===== src/rtl/mem_init_pkg.sv =====
// Shared types and constants for the byte-serial load/store initiator.
// Optional misalignment trapping in the top is enabled by MEM_INIT_MISALIGN_CHECK_EN.
package mem_init_pkg;

  typedef enum logic [1:0] {
    MEM_BYTE = 2'd0,
    MEM_HALF = 2'd1,
    MEM_WORD = 2'd2
  } mem_size_t;

  typedef enum logic [1:0] {
    IDLE   = 2'd0,
    ACCESS = 2'd1,
    RESP   = 2'd2
  } init_state_t;

  localparam logic [2:0] BYTES_BYTE = 3'd1;
  localparam logic [2:0] BYTES_HALF = 3'd2;
  localparam logic [2:0] BYTES_WORD = 3'd4;

  // The reserved size encoding 3 behaves as a word access.
  function automatic mem_size_t decode_size(input logic [1:0] raw);
    case (raw)
      2'd0:    decode_size = MEM_BYTE;
      2'd1:    decode_size = MEM_HALF;
      default: decode_size = MEM_WORD;
    endcase
  endfunction

  function automatic logic [2:0] size_bytes(input mem_size_t size);
    case (size)
      MEM_BYTE: size_bytes = BYTES_BYTE;
      MEM_HALF: size_bytes = BYTES_HALF;
      default:  size_bytes = BYTES_WORD;
    endcase
  endfunction

endpackage


===== src/rtl/load_extend.sv =====
// Sign/zero extension of assembled load data; purely combinational.
module load_extend
  import mem_init_pkg::*;
#(
  parameter int unsigned DATA_WIDTH = 32,
  parameter int unsigned BYTE_WIDTH = 8
) (
  input  logic [DATA_WIDTH-1:0] raw,
  input  mem_size_t             size,
  input  logic                  is_unsigned,
  output logic [DATA_WIDTH-1:0] ext
);

  localparam int unsigned HalfWidth = 2 * BYTE_WIDTH;

  logic byte_sign;
  logic half_sign;

  assign byte_sign = raw[BYTE_WIDTH-1] & ~is_unsigned;
  assign half_sign = raw[HalfWidth-1] & ~is_unsigned;

  // Pick the extension matching the access size; word data passes through untouched.
  always_comb begin
    ext = raw;
    case (size)
      MEM_BYTE: ext = {{(DATA_WIDTH-BYTE_WIDTH){byte_sign}}, raw[BYTE_WIDTH-1:0]};
      MEM_HALF: ext = {{(DATA_WIDTH-HalfWidth){half_sign}}, raw[HalfWidth-1:0]};
      default:  ext = raw;
    endcase
  end

endmodule


===== src/rtl/mem_byte_initiator.sv =====
// Load/store initiator: serialises one byte/half/word request into little-endian byte
// accesses, one per cycle, and returns a single-cycle response.
// Define MEM_INIT_MISALIGN_CHECK_EN to answer misaligned half/word requests with an error
// instead of executing them bytewise.
module mem_byte_initiator
  import mem_init_pkg::*;
#(
  parameter int unsigned DATA_WIDTH = 32,
  parameter int unsigned BYTE_WIDTH = 8
) (
  input  logic                  clk,
  input  logic                  rst_n,
  input  logic                  req_valid,
  output logic                  req_ready,
  input  logic                  req_we,
  input  logic [1:0]            req_size,
  input  logic                  req_unsigned,
  input  logic [DATA_WIDTH-1:0] req_addr,
  input  logic [DATA_WIDTH-1:0] req_wdata,
  output logic                  resp_valid,
  output logic [DATA_WIDTH-1:0] resp_rdata,
  output logic                  resp_err,
  output logic                  mem_we,
  output logic [DATA_WIDTH-1:0] mem_addr,
  output logic [DATA_WIDTH-1:0] mem_wd,
  input  logic [DATA_WIDTH-1:0] mem_rd
);

  localparam int unsigned NumLanes = DATA_WIDTH / BYTE_WIDTH;
  localparam int unsigned IdxW     = $clog2(NumLanes);

  init_state_t           state_q, state_d;
  logic                  we_q;
  mem_size_t             size_q;
  logic                  uns_q;
  logic                  err_q;
  logic [DATA_WIDTH-1:0] addr_q;
  logic [DATA_WIDTH-1:0] wdata_q;
  logic [DATA_WIDTH-1:0] rdata_q;
  logic [IdxW-1:0]       k_q;
  logic [IdxW-1:0]       last_q;

  logic                  hs;
  mem_size_t             req_sz;
  logic                  misaligned;
  logic                  last_byte;
  logic [DATA_WIDTH-1:0] ext_data;
  logic [BYTE_WIDTH-1:0] wr_byte;
  logic                  unused_rd;

  assign hs        = req_valid & (state_q == IDLE);
  assign req_sz    = decode_size(req_size);
  assign last_byte = (k_q == last_q);
  assign wr_byte   = wdata_q[k_q*BYTE_WIDTH +: BYTE_WIDTH];
  assign unused_rd = ^mem_rd[DATA_WIDTH-1:BYTE_WIDTH];

`ifdef MEM_INIT_MISALIGN_CHECK_EN
  assign misaligned = ((req_sz == MEM_HALF) && req_addr[0]) ||
                      ((req_sz == MEM_WORD) && (req_addr[1:0] != 2'b00));
`else
  assign misaligned = 1'b0;
`endif

  // State register; reset aborts any access in flight.
  always_ff @(posedge clk or negedge rst_n) begin
    if (!rst_n) begin
      state_q <= IDLE;
    end else begin
      state_q <= state_d;
    end
  end

  // Next state: misaligned requests skip ACCESS entirely.
  always_comb begin
    state_d = state_q;
    case (state_q)
      IDLE: begin
        if (hs) state_d = misaligned ? RESP : ACCESS;
      end
      ACCESS: begin
        if (last_byte) state_d = RESP;
      end
      RESP:    state_d = IDLE;
      default: state_d = IDLE;
    endcase
  end

  // Outputs depend only on registered state, never on req_* directly.
  always_comb begin
    req_ready  = 1'b0;
    resp_valid = 1'b0;
    resp_rdata = '0;
    mem_we     = 1'b0;
    mem_addr   = '0;
    mem_wd     = '0;
    case (state_q)
      IDLE: req_ready = 1'b1;
      ACCESS: begin
        mem_we   = we_q;
        mem_addr = addr_q + DATA_WIDTH'(k_q);
        mem_wd   = we_q ? {{(DATA_WIDTH-BYTE_WIDTH){1'b0}}, wr_byte} : '0;
      end
      RESP: begin
        resp_valid = 1'b1;
        resp_rdata = (we_q || err_q) ? '0 : ext_data;
      end
      default: ;
    endcase
  end

`ifdef MEM_INIT_MISALIGN_CHECK_EN
  assign resp_err = (state_q == RESP) & err_q;
`else
  assign resp_err = 1'b0;
`endif

  // Request capture, byte index and load assembly.
  always_ff @(posedge clk or negedge rst_n) begin
    if (!rst_n) begin
      we_q    <= 1'b0;
      size_q  <= MEM_BYTE;
      uns_q   <= 1'b0;
      err_q   <= 1'b0;
      addr_q  <= '0;
      wdata_q <= '0;
      rdata_q <= '0;
      k_q     <= '0;
      last_q  <= '0;
    end else if (hs) begin
      we_q    <= req_we;
      size_q  <= req_sz;
      uns_q   <= req_unsigned;
      err_q   <= misaligned;
      addr_q  <= req_addr;
      wdata_q <= req_wdata;
      rdata_q <= '0;
      k_q     <= '0;
      last_q  <= IdxW'(size_bytes(req_sz) - 3'd1);
    end else if (state_q == ACCESS) begin
      if (!we_q) rdata_q[k_q*BYTE_WIDTH +: BYTE_WIDTH] <= mem_rd[BYTE_WIDTH-1:0];
      if (!last_byte) k_q <= k_q + 1'b1;
    end
  end

  load_extend #(
    .DATA_WIDTH(DATA_WIDTH),
    .BYTE_WIDTH(BYTE_WIDTH)
  ) u_load_extend (
    .raw        (rdata_q),
    .size       (size_q),
    .is_unsigned(uns_q),
    .ext        (ext_data)
  );

endmodule


===== config.mk =====
export PLATFORM = sky130hd
export DESIGN_NAME = mem_byte_initiator
export DESIGN_NICKNAME = d
export VERILOG_FILES = /design/src/rtl/mem_init_pkg.sv /design/src/rtl/load_extend.sv /design/src/rtl/mem_byte_initiator.sv
export SDC_FILE = /design/constraint.sdc
export NUM_CORES = 1
export LEC_CHECK = 0
export CAP_MARGIN = 25
export CORE_MARGIN = 2
export CORE_UTILIZATION = 47
export CTS_BUF_LIST = sky130_fd_sc_hd__clkbuf_8
export DETAILED_ROUTE_END_ITERATION = 6
export GPL_TIMING_DRIVEN = 0
export HOLD_SLACK_MARGIN = 0.15
export PLACE_DENSITY_LB_ADDON = 0.2
export SLEW_MARGIN = 20
export SYNTH_ARGS = -nofsm -noshare
export SYNTH_HDL_FRONTEND = slang
export SYNTH_HIERARCHICAL = 1
export SYNTH_SLANG_ARGS = --single-unit
export TNS_END_PERCENT = 10

===== constraint.sdc =====
create_clock -name clk -period 7.8 [get_ports clk]
set_input_delay 2.34 -clock clk [delete_from_list [all_inputs] [get_ports clk]]
set_output_delay 2.34 -clock clk [all_outputs]
set_load 0.01 [all_outputs]

# Yosys cells after proc, flatten, opt, wreduce, memory -nomap -nowiden
# Index checks and enable logic that the tools add are counted.
[totals]
reg_bits = 106
inputBits = 103
output_inout_bits = 100
[op_classes]
addsub = 4
eq_ne = 10
shift = 3
mux = 22
n_bitwise = 4
reduce_logical = 8
[op_table]
columns = ["cell", "n"]
rows = [
  ["$mux W32", 6],
  ["$pmux W32 S2", 1],
  ["$neg A5 Y34", 1],
  ["$shift A8 B34 Y32 const A", 1],
  ["$shiftx A8 B34 Y32", 1],
  ["$add A32 B2 Y32", 1],
  ["$bwmux W32", 1],
  ["$shiftx A32 B6 Y8", 1],
  ["$mux W8", 2],
  ["$mux W2", 6],
  ["$pmux W2 S2", 3],
  ["$eq A2 B1 Y1 const B", 4],
  ["$logic_not A2 Y1", 4],
  ["$ne A2 B2 Y1 const B", 3],
  ["$reduce_and A2 Y1", 3],
  ["$and A1 B1 Y1", 3],
  ["$mux W1", 3],
  ["$add A2 B1 Y2 const B", 1],
  ["$eq A2 B2 Y1", 1],
  ["$eq A2 B2 Y1 const B", 1],
  ["$ne A2 B1 Y1 const B", 1],
  ["$reduce_bool A2 Y1", 1],
  ["$sub A2 B1 Y2 const B", 1],
  ["$not A1 Y1", 1],
]

# Longest topological paths before layout
# Gate-level depths: netlist (run 1).
[depth]
ltp_word = 6
ltp_mapped = 8
ltp_nobuf = 6

# Modules after synthesis
# Netlist (run 1), hierarchy kept.
[by_module_without_submodules]
columns = ["module", "n_inst", "cells_each", "area_each_um2", "seq_area_each_um2"]
rows = [
  ["mem_byte_initiator", 1, 484, 5540.3, 2627.5],
  ["load_extend", 1, 67, 355.3, 0.0],
]

# Worst setup path before layout (run 1)
# Ideal clock, no wire load.
[synth_path]
path_type = "reg2out"
startpoint = "register k_q[0]"
endpoint = "output port mem_addr[18]"
arrival_time_ns = 2.239
required_ns = 5.460
setup_slack_ns = 3.221
path_stages_with_launch = 8
path_cell_list = "dfrtp_1 ha_1 fa_1 nand4_1 or4_1 buf_2 or3_1 a21oi_1"
[synth_via]
elab_chain_cells = 2
[synth_rtl]
columns = ["element", "line", "rtl"]
rows = [
  ["start, declared", "mem_byte_initiator.sv:40", "logic [IdxW-1:0] k_q;"],
  ["start signal, assigned", "mem_byte_initiator.sv:141", "if (!last_byte) k_q <= k_q + 1'b1;"],
  ["$add A32 B2 Y32", "mem_byte_initiator.sv:100", "mem_addr = addr_q + DATA_WIDTH'(k_q);"],
  ["$mux W32", "mem_byte_initiator.sv:96", "case (state_q)"],
  ["end, declared", "mem_byte_initiator.sv:24", "output logic [DATA_WIDTH-1:0] mem_addr,"],
]
# Every way passes these cells.

# Worst setup path after layout (run 1)
[layout_path]
startpoint = "register k_q[0]"
endpoint = "output port mem_addr[20]"
# Same word-level chain as after synthesis.

==> flow_metrics.tcl, run 1 <==
set metrics [dict create \
    wl_microns 14900 \
    die_h_microns 116 \
    fp.dieW_microns 116 \
    core_sq_mm 0.0121 \
    synth_area_leaders "dfrtp_1 45%, mux2_2 13%, a22o_1 4.8%" \
    numCtsBuffers 9 \
    muxShareOfSynthArea_pct 16.7 \
    finalSetupTns_ps 0 \
    synth_cell_type_count 44 \
    cp_top_family "simple AND/OR/NAND/NOR gates" \
    critPathKind "flip-flop to output port" \
    post_cts_buffers 0 \
    path_cells "ha_1, fa_1, nand4_1, or4_1, buf_2, or4_1, nand2_1, clkdlybuf4s50_1" \
    synth_edf_count 0 \
    synthCells 551 \
    wl_met2_microns 7170 \
    end_kind "output port" \
    fin_skew_ps 11.7 \
    synthSimpleGateAreaFrac_pct 17.0 \
    outcome "completed" \
    pin_count 203 \
    synth_fa_ha_area_share_pct 1.61 \
    cp_slowest_stage_delay_ps 580 \
    leakage_nw 3.33 \
    synth_compound_area_share_pct 10.6 \
    synth_top_area_share_pct 44.6 \
    cts_tree "yes" \
    fmax_ghz 0.174 \
    rsz0062_at_grt "no" \
    hp-class "flip-flop to flip-flop" \
    dp_hpwl_microns 11300 \
    synth_xor_area_share_pct 2.08 \
    dp.cells 897 \
    layout.nets 850 \
    cts.clk_slew.worst_paths_ps 100 \
    gp_congestion 0.902 \
    worstMarginPinSlew_ps 845 \
    p_int_w 0.00163 \
    cp-start-kind "flip-flop" \
    grt_max_degree 54 \
    synth_top_family_by_area "simple AND/OR/NAND/NOR gates" \
    slew_headroom_pct 43.5 \
    diodes 0 \
    hold_viol 0 \
    grt_use_total_pct 22.9 \
    met1_length_microns 6420 \
    ys_warn_count 6 \
    critPathMostFrequentCell "or4_1" \
    clock_tree.root_cell "clkbuf_8" \
    cts.htree.levels 3 \
    slew_violations 0 \
    critPathRequiredTime_ps 5460 \
    wire_per_inst_microns 16.3 \
    cap_violations 0 \
    swShare_pct 37.3 \
    synth_area_per_cell_sq_um 10.7 \
    ir_worst_vdd_v 0.000208 \
    clkSinkCount 105 \
    crit_arrival_ps 3410 \
    start_util_pct 48.7 \
    pwr-share-comb_pct 48.0 \
    ant_nets 0 \
    vias 4813 \
    regArea_sq_mm 0.00263 \
    setup_violations 0 \
    cts_hold_buf 0 \
    ys_seq_elements 105 \
    crit_buf_inv 2 \
    layoutNonFillerInstCount 913 \
    cellPowerDensity_mw_per_mm2 327 \
    netlist_area_sq_mm 0.00590 \
    row_count 40 \
    drive_gt1_share_pct 19.1 \
    grt_pass1_wl_microns 24000 \
    grt_pass1_vias 4810 \
    met3_length_microns 956 \
    clockPowerShare_pct 14.6 \
    seq_power_share_pct 37.4 \
    drc 0 \
    synth-main-ff-cell "dfrtp_1" \
    synth_top_cell_by_area "dfrtp_1" \
    p_sw_w 0.000974 \
    cts_resized 0 \
    cp_slowest_cell "dfrtp_1" \
    async_reset_ff_share_pct 100 \
    io_buffer_count 153 \
    die_area_sq_mm 0.0135 \
    first_pass_iters 4 \
    ctsLongestPathBuffers 2 \
    ys_seq_area_share_pct 44.6 \
    grt-ovfl-total 0 \
    multiInputGateArea_sq_mm 0.00292 \
    clk_latency_ps 370 \
    drt_iter0_drc 331 \
    antenna_found_initial 0 \
    top_layer_used "met4" \
    viasPerCell 5.27 \
    crit_path_max_fanout 8 \
    num-fill-cells 997 \
    area_growth_pct 35.4 \
    timing.final.crit_share_pct 73.8 \
    fin_crit_ps 5750 \
]
final cells by class:
class                   instances  share of cell area, %
well taps                     168                   2.63
multi-input cells             395                   36.6
clock inverters                 6                   1.13
inverters                       8                  0.376
plain buffers                  67                   5.06
clock buffers                  10                   1.72
repair buffers                154                   19.5
flip-flops and latches        105                   32.9
path summary, 6_finish.rpt:
path | start | end | slack, ps | depth (start not counted)
max | k_q[0]$_DFFE_PN0P_ | mem_addr[20] | 2050 | 8
min | rdata_q[11]$_DFFE_PN0P_ | rdata_q[11]$_DFFE_PN0P_ | 510 | 1
max reg2reg | k_q[1]$_DFFE_PN0P_ | rdata_q[7]$_DFFE_PN0P_ | 4990 | 8
min reg2reg | rdata_q[11]$_DFFE_PN0P_ | rdata_q[11]$_DFFE_PN0P_ | 510 | 1
max in group asynchronous | rst_n | rdata_q[20]$_DFFE_PN0P_ | 5270 | 2
min in group asynchronous | rst_n | addr_q[14]$_DFFE_PN0P_ | 1900 | 1
synthesized netlist by cell type (6+ instances only):
library cell  count
ha_1              6
o31ai_1          10
nand4_1           7
inv_1             8
or4_1            10
buf_2             7
nand2_1          42
buf_4            34
o21ai_0          30
and4_1            7
and2_1           35
nand3_1           9
nor2_1           19
nand2b_1          6
mux2_2           66
a22o_1           32
a21oi_1          19
dfrtp_1         105
clkbuf_1         23
and3_1           12
xnor2_1          10
mux4_2            8
routing by layer:
metal / track usage, % / vias up
met4: 9.52 / 0
met5: 0 / -
li1: - / 2299
met1: 30.1 / 2304
met2: 37.3 / 184
met3: 4.55 / 26
power by group through the flow:
stage / sequential, W / combinational, W / clock (W)
after global routing: 0.00102 / 0.00136 / 0.000408
after global placement: 0.000968 / 0.00121 / 0
after detailed placement: 0.000984 / 0.00125 / 0
final: 0.000976 / 0.00125 / 0.000380
after floorplan: 0.000918 / 0.000804 / 0
after CTS: 0.000973 / 0.00126 / 0.000388
logic make-up (layout without fill, tap and decap cells):
| family | Yosys count | after routing |
|---|---|---|
| DFF | 105 | 105 |
| xor gates and xnor gates | 14 | 14 |
| AOI/OAI and AO/OA | 94 | 94 |
| adders and majority gates | 7 | 7 |
| and+or+nand+nor | 175 | 175 |
| buffers and inverters | 75 | 245 |
| muxes | 80 | 80 |
| other | 1 | 25 |
state kept, by name, indices dropped and copies added (netlist names):
| name | cells |
|---|---|
| size_q | 2 |
| addr_q | 32 |
| state_q | 2 |
| wdata_q | 32 |
| uns_q | 1 |
| rdata_q | 32 |
| we_q | 1 |
| k_q | 2 |
| last_q | 1 |
cells in the final DEF (no fill, tap or decap), types with 9 or more instances in the layout:
cell type,n
clkdlybuf4s50_1,152
dfrtp_1,105
mux2_2,66
nand2_1,42
and2_1,35
buf_4,34
a22o_1,32
o21ai_0,30
conb_1,25
clkbuf_1,23
a21oi_1,19
nor2_1,19
and3_1,12
o31ai_1,10
or4_1,10
xnor2_1,10
clkbuf_8,10
nand3_1,9
through the flow:
stage	hold WS (ps)	utilization, %	worst slack [ps]	instance area (sq um)	total power, W
2_1_floorplan	466	-	3220	5990	0.00172
3_3_place_gp	483	63.8	563	7730	0.00218
3_5_place_dp	488	64.0	2440	7760	0.00224
4_1_cts	512	65.9	2020	7980	0.00262
5_1_grt	535	65.9	1830	7980	0.00279
6_report	507	65.9	2050	7980	0.00261
worst reg2reg max path, cell delays in order, from the launching register on:
cell	delay, ps
dfrtp_1	480
clkbuf_1	330
inv_1	160
ha_1	220
nand3b_1	90
a21o_1	180
clkbuf_1	240
nor4b_2	810
a22o_1	240
Power figures use the tool's default switching activity.
==> run 2: changes to the inputs <==
--- a/config.mk
+++ b/config.mk
@@ -7,7 +7,7 @@
 export LEC_CHECK = 0
 export CAP_MARGIN = 25
 export CORE_MARGIN = 2
-export CORE_UTILIZATION = 47
+export CORE_UTILIZATION = 43
 export CTS_BUF_LIST = sky130_fd_sc_hd__clkbuf_8
 export DETAILED_ROUTE_END_ITERATION = 6
 export GPL_TIMING_DRIVEN = 0
==> constraint.sdc (replaced) <==
create_clock -name clk -period 5.1 [get_ports clk]
set_input_delay 1.53 -clock clk [delete_from_list [all_inputs] [get_ports clk]]
set_output_delay 1.53 -clock clk [all_outputs]
set_load 0.01 [all_outputs]
==> run 2 against run 1 <==
  * Worst setup slack worse by 1800 ps
  * Highest routed layer unchanged
  * Sequential power up 54%
  * Combinational power up 51%
  * Critical endpoint is now mem_addr[22]
  * Total power up 54%
  * Final cell count up 0.88%
  * Global-route usage down 2.1 points
  * First-iteration DRC count down 37%
  * Largest power group unchanged
==> flow_metrics.tcl, run 2 (synthesis gave the netlist of run 1 again) <==
set metrics [dict create \
    row_count 42 \
    crit_path_max_fanout 8 \
    reg2reg_to "rdata_q[4]$_DFFE_PN0P_" \
    end_kind "output port" \
    wire_per_inst_microns 16.0 \
    clkSinkCount 105 \
    die_area_sq_mm 0.0147 \
    slew_headroom_pct 42.2 \
    layoutNonFillerInstCount 921 \
    pin_count 203 \
    diodes 0 \
    clk_latency_ps 370 \
    clock_tree.root_cell "clkbuf_8" \
    gp_congestion 0.871 \
    fmax_ghz 0.206 \
    cts.clk_slew.worst_paths_ps 100 \
    setup.worst_path.start "k_q[0]$_DFFE_PN0P_" \
    core_sq_mm 0.0133 \
    final_common_cell "clkdlybuf4s50_1" \
    start_util_pct 44.3 \
    critPathRequiredTime_ps 3570 \
    viasPerCell 5.24 \
    cp-endpoint "mem_addr[22]" \
    fin_area_sq_mm 0.00801 \
    reg2reg_from "k_q[1]$_DFFE_PN0P_" \
    fin_crit_ps 4850 \
    vias 4827 \
    ir_worst_vdd_v 0.000279 \
    dp_hpwl_microns 11200 \
    cp-start-kind "flip-flop" \
    met3_length_microns 929 \
    regToRegSetupSlack_ps 2270 \
    crit_arrival_ps 3320 \
    leakage_nw 3.34 \
    grt_pass1_vias 4758 \
    critPathKind "flip-flop to output port" \
    grt_pass1_wl_microns 23800 \
    numCtsBuffers 9 \
    drc 0 \
    outcome "completed" \
    met1_length_microns 6270 \
    worstMarginPinSlew_ps 865 \
    dpl_cell_area_sq_mm 0.00777 \
    ctsLongestPathBuffers 2 \
    setup_violations 0 \
    first_pass_iters 5 \
    slew_violations 0 \
    fp.dieW_microns 121 \
    io_buffer_count 153 \
    cts_hold_buf 0 \
    timing.final.crit_share_pct 95.0 \
    mostFrequentLayoutCells "152 x clkdlybuf4s50_1, 104 x dfrtp_1, 66 x mux2_2, 42 x nand2_1, 35 x and2_1" \
    grt_use_total_pct 20.8 \
    drive_gt1_share_pct 19.1 \
    post_cts_buffers 0 \
    hp-class "flip-flop to flip-flop" \
    wl_microns 14800 \
    cellPowerDensity_mw_per_mm2 501 \
    cap_violations 0 \
    largest_registers "addr_q (32), rdata_q (32), wdata_q (32)" \
    hold_viol 0 \
    dp.cells 905 \
    top_layer_used "met4" \
    grt_max_degree 60 \
    area_growth_pct 35.9 \
    fin_skew_ps 10.2 \
    die_h_microns 121 \
    hold_ws_ps 510 \
    cts_tree "yes" \
    worstRegToRegCells 8 \
    cts.htree.levels 3 \
    layout.nets 850 \
    antenna_found_initial 0 \
    wl_met2_microns 7290 \
    rsz0062_at_grt "no" \
    drt_iter0_drc 210 \
    grt-ovfl-total 0 \
    ant_nets 0 \
]
run 2: worst min-delay path by stage:
stage	cells after the start	from	endpoint	slack [ps]
floorplan	1	rdata_q[10]$_DFFE_PN0P_	rdata_q[10]$_DFFE_PN0P_	470
global placement	1	rdata_q[10]$_DFFE_PN0P_	rdata_q[10]$_DFFE_PN0P_	480
detailed placement	1	rdata_q[9]$_DFFE_PN0P_	rdata_q[9]$_DFFE_PN0P_	490
CTS	1	rdata_q[9]$_DFFE_PN0P_	rdata_q[9]$_DFFE_PN0P_	510
global route	1	wdata_q[19]$_DFFE_PN0P_	wdata_q[19]$_DFFE_PN0P_	530
finish	1	rdata_q[9]$_DFFE_PN0P_	rdata_q[9]$_DFFE_PN0P_	510
run 2: what timing repair did:
item	in CTS	in global routing
gates resized for setup	0	1
endpoints found under the setup margin	0	3
hold endpoints to repair	0	0
run 2: layer usage:
metal / up-vias / global-route usage (%)
li1: 2292 / -
met1: 2356 / 27.1
met3: 18 / 3.24
met2: 161 / 34.9
met5: - / 0
met4: 0 / 7.70
run 2: power breakdown:
group / switching [W] / internal [W] / total [W]
Sequential: 0.000335 / 0.00117 / 0.00150
Clock: 0.000279 / 0.000337 / 0.000616
Combinational: 0.000854 / 0.00104 / 0.00189
run 2: final cells by class:
type | instances | area (sq um)
Timing Repair Buffer | 154 | 1560
Buffer | 67 | 404
Clock buffer | 10 | 138
Tap cell | 176 | 220
Sequential cell | 105 | 2630
Multi-Input combinational cell | 395 | 2920
Fill cell | 1177 | 5280
Inverter | 8 | 30.0
Clock inverter | 6 | 106
run 2: worst max-delay path: stages, from the launching register on:
cell             delay, ps
dfrtp_2                490
ha_1                   220
fa_1                   260
nand4_1                200
or4_1                  560
buf_2                  180
or3_1                  310
a21oi_1                160
clkdlybuf4s50_1        560
run 2: stage by stage:
step                      power [W]  setup slack, ps  setup TNS [ps]  utilization [%]
after global routing        0.00429             70.0               0             60.3
after global placement      0.00334            -1340         -140430             58.2
after CTS                   0.00404             91.4               0             60.2
final                       0.00401              254               0             60.3
after detailed placement    0.00342              525               0             58.4
after floorplan             0.00263             1330               0                -
==> run 3: changes to the inputs <==
--- a/config.mk
+++ b/config.mk
@@ -5,13 +5,15 @@
 export SDC_FILE = /design/constraint.sdc
 export NUM_CORES = 1
 export LEC_CHECK = 0
-export CAP_MARGIN = 25
+export CAP_MARGIN = 20
+export CORE_ASPECT_RATIO = 0.5
 export CORE_MARGIN = 2
 export CORE_UTILIZATION = 43
 export CTS_BUF_LIST = sky130_fd_sc_hd__clkbuf_8
 export DETAILED_ROUTE_END_ITERATION = 6
 export GPL_TIMING_DRIVEN = 0
 export HOLD_SLACK_MARGIN = 0.15
+export MAX_ROUTING_LAYER = met4
 export PLACE_DENSITY_LB_ADDON = 0.2
 export SLEW_MARGIN = 20
 export SYNTH_ARGS = -nofsm -noshare
==> run 3 against run 2 <==
  * Wire length is 2.2% higher
  * Critical path depth stayed put
  * Clock skew hardly changed
  * Non-clock buffer count stayed put
  * Final area is 0.69% lower
  * Die area is 0.38% higher
  * Combinational power hardly changed
  * Maximum frequency is 0.33% lower
  * Global-route usage is 0.89 points higher
  * Worst setup slack worse by 16 ps
  * Sequential share of layout area is 0.23 points higher
  * Highest routed layer unchanged
==> flow_metrics.tcl, run 3 (synthesis gave the netlist of run 1 again) <==
set metrics [dict create \
    vias 4807 \
    timing.final.crit_share_pct 95.3 \
    rsz0062_at_grt "no" \
    grt_pass1_vias 4722 \
    grt-ovfl-total 0 \
    wl_microns 15100 \
    final_common_cell "clkdlybuf4s50_1" \
    hp-class "flip-flop to flip-flop" \
    cts_tree "yes" \
    finalSetupTns_ps 0 \
    layout.nets 850 \
    gp_congestion 0.800 \
    cp-start-kind "flip-flop" \
    viasPerCell 5.22 \
    dp_hpwl_microns 11200 \
    outcome "completed" \
    die_area_sq_mm 0.0147 \
    worstMarginPinSlew_ps 1040 \
    drc 0 \
    io_buffer_count 153 \
    ir_worst_vdd_v 0.000257 \
    end_kind "output port" \
    cts.clk_slew.worst_paths_ps 100 \
    pin_count 203 \
    diodes 0 \
    drive_gt1_share_pct 19.2 \
    hold_ws_ps 513 \
    grt_max_degree 56 \
    ant_nets 0 \
    leakage_nw 3.31 \
    fin_skew_ps 10.2 \
    fin_area_sq_mm 0.00796 \
    grt_use_total_pct 21.7 \
    cts_hold_buf 0 \
    post_cts_buffers 0 \
    largest_registers "addr_q (32), rdata_q (32), wdata_q (32)" \
    area_growth_pct 35.0 \
    clk_latency_ps 360 \
    power_w 0.00390 \
    setup_violations 0 \
    crit_path_max_fanout 8 \
    hold_viol 0 \
    fmax_ghz 0.206 \
    slew_violations 0 \
    crit_arrival_ps 3330 \
    critPathKind "flip-flop to output port" \
    cap_violations 0 \
    final_util_pct 59.0 \
    cellPowerDensity_mw_per_mm2 490 \
    first_pass_iters 5 \
    critPathRequiredTime_ps 3570 \
    row_count 30 \
    fp.dieW_microns 170 \
    start_util_pct 43.8 \
    clkSinkCount 105 \
    clock_tree.root_cell "clkbuf_8" \
    numCtsBuffers 9 \
    core_sq_mm 0.0135 \
    grt_pass1_wl_microns 24200 \
    ctsLongestPathBuffers 2 \
    slew_headroom_pct 30.4 \
    fin_crit_ps 4860 \
    antenna_found_initial 0 \
    dpl_cell_area_sq_mm 0.00777 \
    wire_per_inst_microns 16.4 \
    cts.htree.levels 3 \
    drt_iter0_drc 309 \
    mostFrequentLayoutCells "152 x clkdlybuf4s50_1, 104 x dfrtp_1, 66 x mux2_2, 42 x nand2_1, 35 x and2_1" \
    die_h_microns 86.8 \
]
[run 3: critical path, cell delays in order (launching register included)]
cell and delay, ps:
dfrtp_2 500, ha_1 230, fa_1 280, nand4_1 190, or4_1 550, buf_2 180, or4_1 410, nand2_1 100
clkdlybuf4s50_1 530
[run 3: stage by stage]
step / std cells / setup slack, ps
6_report: 921 / 238
5_1_grt: 921 / 66.4
4_1_cts: 921 / 95.8
3_5_place_dp: 905 / 508
3_3_place_gp: 904 / -1590
2_1_floorplan: 575 / 1330
[run 3: routing by layer]
metal  vias to the layer above  wire length, microns  part of all wire, %  track usage [%]
li1                       2296                     -                    -                -
met1                      2324                  6810                   45             28.1
met2                       175                  7150                   47             35.7
met5                         -                     0                    0                -
met3                        12                   994                  6.6             4.89
met4                         0                   134                 0.89             3.89
[run 3: final timing paths]
path / startpoint / cells past startpoint / slack (ps) / endpoint
worst min register to register: wdata_q[19]$_DFFE_PN0P_ / 1 / 510 / wdata_q[19]$_DFFE_PN0P_
worst max-delay path: k_q[0]$_DFFE_PN0P_ / 8 / 240 / mem_addr[20]
min in group asynchronous: rst_n / 1 / 1110 / addr_q[2]$_DFFE_PN0P_
worst min-delay path: wdata_q[19]$_DFFE_PN0P_ / 1 / 510 / wdata_q[19]$_DFFE_PN0P_
worst max register to register: k_q[1]$_DFFE_PN0P_ / 8 / 2140 / rdata_q[6]$_DFFE_PN0P_
max in group asynchronous: rst_n / 2 / 3360 / wdata_q[11]$_DFFE_PN0P_
[run 3: cell type report]
class,instances,area [sq um]
multi-input cells,395,2920
repair buffers,154,1560
well taps,176,220
clock buffers,10,138
inverters,8,30.0
plain buffers,67,404
clock inverters,6,51.3
fillers,1217,5520
flip-flops and latches,105,2630
[run 3: what timing repair did]
action,in CTS,in global routing
gates resized for setup,0,1
hold endpoints to repair,0,0
endpoints found under the setup margin,0,6
[run 3: power by group]
| part | switching (W) | internal, W | leakage (nW) |
|---|---|---|---|
| Clock | 0.000299 | 0.000197 | 0.0983 |
| Combinational | 0.000865 | 0.00104 | 1.91 |
| Sequential | 0.000331 | 0.00117 | 1.30 |
| Total | 0.00149 | 0.00241 | 3.31 |
